<file path="config.mk">
export PLATFORM = sky130hd
export DESIGN_NAME = row_by_vector_issuer
export DESIGN_NICKNAME = d
export VERILOG_FILES = /design/src/rtl/row_by_vector_issuer_pkg.sv /design/src/rtl/row_by_vector_result_collector.sv /design/src/rtl/row_by_vector_issuer.sv
export SDC_FILE = /design/constraint.sdc
export NUM_CORES = 1
export LEC_CHECK = 0
export CORE_AREA = 2 2 363 365
export CTS_CLUSTER_DIAMETER = 50
export CTS_CLUSTER_SIZE = 16
export DETAILED_ROUTE_END_ITERATION = 10
export DIE_AREA = 0 0 365 367
export DONT_BUFFER_PORTS = 1
export SKIP_LAST_GASP = 1
export SYNTH_ARGS = -nofsm -noshare
export SYNTH_HDL_FRONTEND = slang
export SYNTH_SLANG_ARGS = --single-unit
</file>
<file path="constraint.sdc">
create_clock -name clk -period 15.4 [get_ports clk]
set_input_delay 1.54 -clock clk [delete_from_list [all_inputs] [get_ports clk]]
set_output_delay 1.54 -clock clk [all_outputs]
set_load 0.01 [all_outputs]
</file>
<file path="src/rtl/row_by_vector_issuer_pkg.sv">
// Shared types and constants for the row-by-vector issuer and its result collector.
// No logic here; holds the FSM encoding, chunk geometry and the multiples helper.
// Not applicable (no datapath).
package row_by_vector_issuer_pkg;

   localparam int RBV_ELEM_W      = 64;
   localparam int ELEMS_PER_CHUNK = 3;
   localparam int RBV_CHUNK_W     = ELEMS_PER_CHUNK * RBV_ELEM_W;

   typedef enum logic [2:0] {
      S_IDLE,
      S_ISSUE,
      S_GAP,
      S_DRAIN,
      S_DONE
   } state_t;

   // A zero multiples count is meaningless for the unit; treat it as one chunk per row.
   function automatic int unsigned eff_mult(input int unsigned m);
      return (m == 0) ? 1 : m;
   endfunction

endpackage

</file>
<file path="src/rtl/row_by_vector_result_collector.sv">
// Captures row results from the row-by-vector unit and writes them to the output vector memory.
// One cycle from decoder_read_now to y_wr_en/y_addr/y_data.
// No backpressure: every pulse seen while active is written; pulses while inactive are dropped.
module row_by_vector_result_collector
   import row_by_vector_issuer_pkg::*;
#(
   parameter int ROW_W  = 8,
   parameter int ELEM_W = RBV_ELEM_W
) (
   input  logic              clk,
   input  logic              reset,
   input  logic              clear,
   input  logic              active,
`ifdef ROW_BY_VECTOR_ISSUER_CHECK_EN
   input  logic [ROW_W-1:0]  rows_issued,
`endif
   input  logic              decoder_read_now,
   input  logic [ELEM_W-1:0] result,
   output logic              y_wr_en,
   output logic [ROW_W-1:0]  y_addr,
   output logic [ELEM_W-1:0] y_data,
   output logic [ROW_W-1:0]  collected
`ifdef ROW_BY_VECTOR_ISSUER_CHECK_EN
   ,
   output logic              err
`endif
);

   // Result counter and registered write port; results land in row order.
   always_ff @(posedge clk or posedge reset) begin
      if (reset) begin
         y_wr_en   <= 1'b0;
         y_addr    <= '0;
         y_data    <= '0;
         collected <= '0;
      end else begin
         y_wr_en <= 1'b0;
         if (clear) begin
            collected <= '0;
         end else if (active && decoder_read_now) begin
            y_wr_en   <= 1'b1;
            y_addr    <= collected;
            y_data    <= result;
            collected <= collected + ROW_W'(1);
         end
      end
   end

`ifdef ROW_BY_VECTOR_ISSUER_CHECK_EN
   // Sticky flag for results nobody asked for: more results than rows issued, or any while idle.
   always_ff @(posedge clk or posedge reset) begin
      if (reset) begin
         err <= 1'b0;
      end else if (clear) begin
         err <= 1'b0;
      end else if (decoder_read_now && (!active || (collected >= rows_issued))) begin
         err <= 1'b1;
      end
   end
`endif

endmodule

</file>
<file path="src/rtl/row_by_vector_issuer.sv">
// Sequences a matrix-by-vector product: reads row/vector chunks, feeds the row-by-vector unit, stores results.
// mem_rd_en one cycle after accepted start; start_row_by_vector one cycle after mem_rd_en; y write one cycle after decoder_read_now.
// No backpressure; a one-cycle bubble after each row. Optional err output under ROW_BY_VECTOR_ISSUER_CHECK_EN.
module row_by_vector_issuer
   import row_by_vector_issuer_pkg::*;
#(
   parameter int CHUNK_W = RBV_CHUNK_W,
   parameter int ELEM_W  = RBV_ELEM_W,
   parameter int ADDR_W  = 12,
   parameter int ROW_W   = 8,
   parameter int MULT_W  = 4
) (
   input  logic               clk,
   input  logic               reset,
   input  logic               start,
   input  logic [ROW_W-1:0]   num_rows,
   input  logic [MULT_W-1:0]  num_multiples,
   output logic               busy,
   output logic               done,
   output logic               mem_rd_en,
   output logic [ADDR_W-1:0]  row_addr,
   output logic [MULT_W-1:0]  vec_addr,
   input  logic [CHUNK_W-1:0] row_data,
   input  logic [CHUNK_W-1:0] vec_data,
   output logic [CHUNK_W-1:0] a,
   output logic [CHUNK_W-1:0] p,
   output logic               start_row_by_vector,
   output logic [MULT_W-1:0]  number_of_multiples,
   input  logic               decoder_read_now,
   input  logic [ELEM_W-1:0]  result,
   output logic               y_wr_en,
   output logic [ROW_W-1:0]   y_addr,
   output logic [ELEM_W-1:0]  y_data
`ifdef ROW_BY_VECTOR_ISSUER_CHECK_EN
   ,
   output logic               err
`endif
);

   state_t              state, state_n;
   logic [ROW_W-1:0]    num_rows_q;
   logic [MULT_W-1:0]   mult_q;
   logic [MULT_W-1:0]   chunk_k;
   logic [ADDR_W-1:0]   addr_cnt;
   logic [ROW_W-1:0]    rows_issued;
   logic [ROW_W-1:0]    collected;
   logic                accept;
   logic                issue;
   logic                last_chunk;

   assign accept              = (state == S_IDLE) && start;
   assign last_chunk          = (chunk_k == (mult_q - MULT_W'(1)));
   assign busy                = (state == S_ISSUE) || (state == S_GAP) || (state == S_DRAIN);
   assign done                = (state == S_DONE);
   assign number_of_multiples = mult_q;

   // State register.
   always_ff @(posedge clk or posedge reset) begin
      if (reset) state <= S_IDLE;
      else       state <= state_n;
   end

   // Next-state and issue decision; the issued chunk is registered onto the memory port next edge.
   always_comb begin
      state_n = state;
      issue   = 1'b0;
      case (state)
         S_IDLE: begin
            if (start) state_n = (num_rows == '0) ? S_DONE : S_ISSUE;
         end
         S_ISSUE: begin
            issue = 1'b1;
            if (last_chunk) state_n = S_GAP;
         end
         S_GAP: begin
            state_n = (rows_issued == num_rows_q) ? S_DRAIN : S_ISSUE;
         end
         S_DRAIN: begin
            if (collected == num_rows_q) state_n = S_DONE;
         end
         S_DONE: begin
            state_n = S_IDLE;
         end
         default: state_n = S_IDLE;
      endcase
   end

   // Job parameters, chunk/row counters and the registered memory read port.
   always_ff @(posedge clk or posedge reset) begin
      if (reset) begin
         num_rows_q  <= '0;
         mult_q      <= '0;
         chunk_k     <= '0;
         addr_cnt    <= '0;
         rows_issued <= '0;
         mem_rd_en   <= 1'b0;
         row_addr    <= '0;
         vec_addr    <= '0;
      end else begin
         mem_rd_en <= issue;
         if (accept) begin
            num_rows_q  <= num_rows;
            mult_q      <= MULT_W'(eff_mult(32'(num_multiples)));
            chunk_k     <= '0;
            addr_cnt    <= '0;
            rows_issued <= '0;
         end else if (issue) begin
            row_addr <= addr_cnt;
            vec_addr <= chunk_k;
            addr_cnt <= addr_cnt + ADDR_W'(1);
            if (last_chunk) begin
               chunk_k     <= '0;
               rows_issued <= rows_issued + ROW_W'(1);
            end else begin
               chunk_k <= chunk_k + MULT_W'(1);
            end
         end
      end
   end

   // Read data arrives the cycle after mem_rd_en; register it toward the unit with its strobe.
   always_ff @(posedge clk or posedge reset) begin
      if (reset) begin
         a                   <= '0;
         p                   <= '0;
         start_row_by_vector <= 1'b0;
      end else begin
         start_row_by_vector <= mem_rd_en;
         if (mem_rd_en) begin
            a <= row_data;
            p <= vec_data;
         end
      end
   end

   row_by_vector_result_collector #(
      .ROW_W  (ROW_W),
      .ELEM_W (ELEM_W)
   ) u_collector (
      .clk              (clk),
      .reset            (reset),
      .clear            (accept),
      .active           (state != S_IDLE),
`ifdef ROW_BY_VECTOR_ISSUER_CHECK_EN
      .rows_issued      (rows_issued),
`endif
      .decoder_read_now (decoder_read_now),
      .result           (result),
      .y_wr_en          (y_wr_en),
      .y_addr           (y_addr),
      .y_data           (y_data),
      .collected        (collected)
`ifdef ROW_BY_VECTOR_ISSUER_CHECK_EN
      ,
      .err              (err)
`endif
   );

endmodule

</file>
==> impl_results.md <==
* Status: finished clean
* Cts hold-fix bufs at 0
* Routed Antenna Nets at 0
* Slew Viols, Final at 0
* Chip Height at 367 microns
* CTS Sinks at 522
* Post-CTS sizing at 0
* Most used cell, CP: buf_4
* Die area at 134,000 sq um
* Commonest non-fill, non-tap cell in the layout: dfrtp_1
* Num CTS Buffers at 81
* Die W at 365 microns
* Clock-pin slew of the registers on the worst-case setup and hold paths at 70 ps
* Share of layout cells above drive strength 1 at 36.2%
* Startpoint type of the worst setup path: primary input
* #FFs+latches synth at 522
* CP Cell Sequence: clkinvlp_4 -> buf_4 -> buf_4 -> buf_4 -> buf_4
* Initial antenna violation count at 136
* Starting density of the core at 15.4%
* Clock Skews at 29.9 ps
* I/O pin count at 945
* CP max FO at 83
* First-pass GRT wire length at 119 mm
* Root Driver: clkbuf_16
* RSZ-0062 raised after global routing: no
* Post-synth ARST share at 100%
* Mapped Nets at 1,940
* CP required at 16,040 ps
* Number of DRC markers in iteration 0 at 721
* Area grow syn2layout at 25.1%
* CP arrival at 4710 ps
* GPL Wtd Cong at 0.810
* Largest net degree at the start of global routing at 155
* Power Total at 6.39 mW
* Final min period at 4060 ps
* Max Freq at 246 MHz
* Least-Margin Pin Slew at 1030 ps
* Worst hold path type: register to register
* CP Class: primary input to async pin
* Rows at 133
* Core Box Area at 130,000 sq um
* Global Route Usage Sum at 13.4%
* Post-DP HPWL at 76.2 mm
* Clk_lat worst skew at 680 ps
* Post-DR vias/cell at 3.72
* 1st-pass router iterations at 4
* Drt wl/cell at 27.8 microns
* Post-synth EDFFs at 0
* Residual DRC at 0
* Ys Warns at 0
* # nets final at 1,962
* Via count at 12,491
* Main synth FF type: dfrtp_1
* Worst path slowest cell: buf_4
* GRT overflow at 0
* Most frequent cells in the layout: 521 x dfrtp_1, 384 x mux2_2, 319 x nand2_1, 82 x clkbuf_16, 24 x xnor2_1
* Post-CTS Setup Inserts at 0
* Final hold vios at 0
* H-tree depth at 3
* Post-synthesis sequential area ratio at 65.0%
* CP endpoint kind: async pin
* Rel. slew slack at 31.3%
* Vias in the first global route at 12,413
* Final period util at 26.4%
* CP startpoint: reset
* Maximum vdd ir drop at 0.0945 mV
* CTS tree: built
* Pwr Density at 254 nW/um^2
* Worst reg2reg startpoint: mem_rd_en
* Sum Neg Setup Slack at 0 ps
* P_leak at 10.5 nW
* Crit-path max cell delay at 880 ps
* Min-Delay Startpoint: addr_cnt[11]
* I/O Buffers at 0
* Gate Count Post-Synth at 1,471
* Max Cap Violations at 0
* Post-synth cell types at 45
* CTS max path bufs at 3
* Setup Viol. Count Final at 0
* Mapped cell area at 20,100 sq um
* Avg Inst Size Synth at 13.7 sq um
* Final WL at 93.2 mm
-- logic make-up (layout without fill, tap and decap cells) --
family / count (synthesis) / after routing / share of synthesized area [%]
AO/OA/AOI/OAI: 32 / 32 / 1.05
XOR/XNOR: 34 / 34 / 1.55
adder cells (fa/ha/maj): 5 / 5 / 0.311
buffers and inverters: 83 / 172 / 1.88
flip-flops: 522 / 522 / 65.0
multiplexers: 391 / 391 / 21.9
other: 0 / 41 / 0
AND/OR/NAND/NOR: 404 / 404 / 8.39
-- registers in the layout, indices dropped and copies added (netlist names) --
| name | flops |
|---|---|
| u_collector.collected | 8 |
| number_of_multiples | 4 |
| rows_issued | 8 |
| u_collector.y_wr_en | 1 |
| a | 192 |
| u_collector.y_addr | 8 |
| mem_rd_en | 1 |
| start_row_by_vector | 1 |
| chunk_k | 4 |
| row_addr | 12 |
| p | 192 |
| addr_cnt | 12 |
| state | 3 |
| u_collector.y_data | 64 |
| num_rows_q | 8 |
| vec_addr | 4 |
-- area by class of cell --
cell class                 count  area (sq um)
fill                       14156        105000
timing repair buffer          15           125
sequential                   522         13100
inverter                       7          31.3
clock buffer                  90          2150
clock inverter                60           812
tap                         1755          2200
antenna                       41           103
multi-input combinational    866          6680
-- where the power goes --
group          internal [mW]  total (mW)  switching [mW]
clock network           1.15        1.96           0.814
logic                  0.688        1.23           0.543
registers               2.01        3.19            1.18
-- Yosys cell counts (9+ instances only) --
master | instances | area [sq um]
mux2_2 | 384 | 4320
o21ai_1 | 9 | 45.0
clkbuf_1 | 34 | 128
xnor2_1 | 24 | 210
nand4_1 | 11 | 68.8
nor3_1 | 12 | 60.1
nor2_1 | 18 | 67.6
buf_2 | 40 | 200
nand2_1 | 319 | 1200
dfrtp_1 | 522 | 13100
xor2_1 | 9 | 78.8
nand3_1 | 17 | 85.1
-- critical path: cells and delay by family --
family                 cells  cell delay (ps)
buffers and inverters      5             2940
-- worst paths after layout --
check                      slack [ps]            to  cells past startpoint
min                               510  addr_cnt[11]                      1
max in group clk                11980        p[120]                      3
min reg2reg                       510  addr_cnt[11]                      1
min in group asynchronous        1040         a[31]                      2
max reg2reg                     11980        p[120]                      3
max                             11340        a[188]                      5
-- per-layer routing --
layer	track usage [%]	vias to the layer above	share of wire, %
li1	-	5124	-
met1	10.9	6185	28
met2	22.3	804	47
met3	12.3	312	19
met4	5.34	66	4.9
met5	0	-	0.44
-- metrics by stage --
step	area [sq um]	std cells	setup slack [ps]	utilization, %	hold slack (ps)
floorplan	20100	1471	6770	-	433
global placement	22100	3165	10480	16.9	468
detailed placement	22100	3165	10410	16.9	500
CTS	25100	3315	11190	19.2	511
global route	25100	3330	10730	19.2	516
finish	25200	3356	11340	19.3	511
Note: power is estimated with default switching activity, not from simulation.
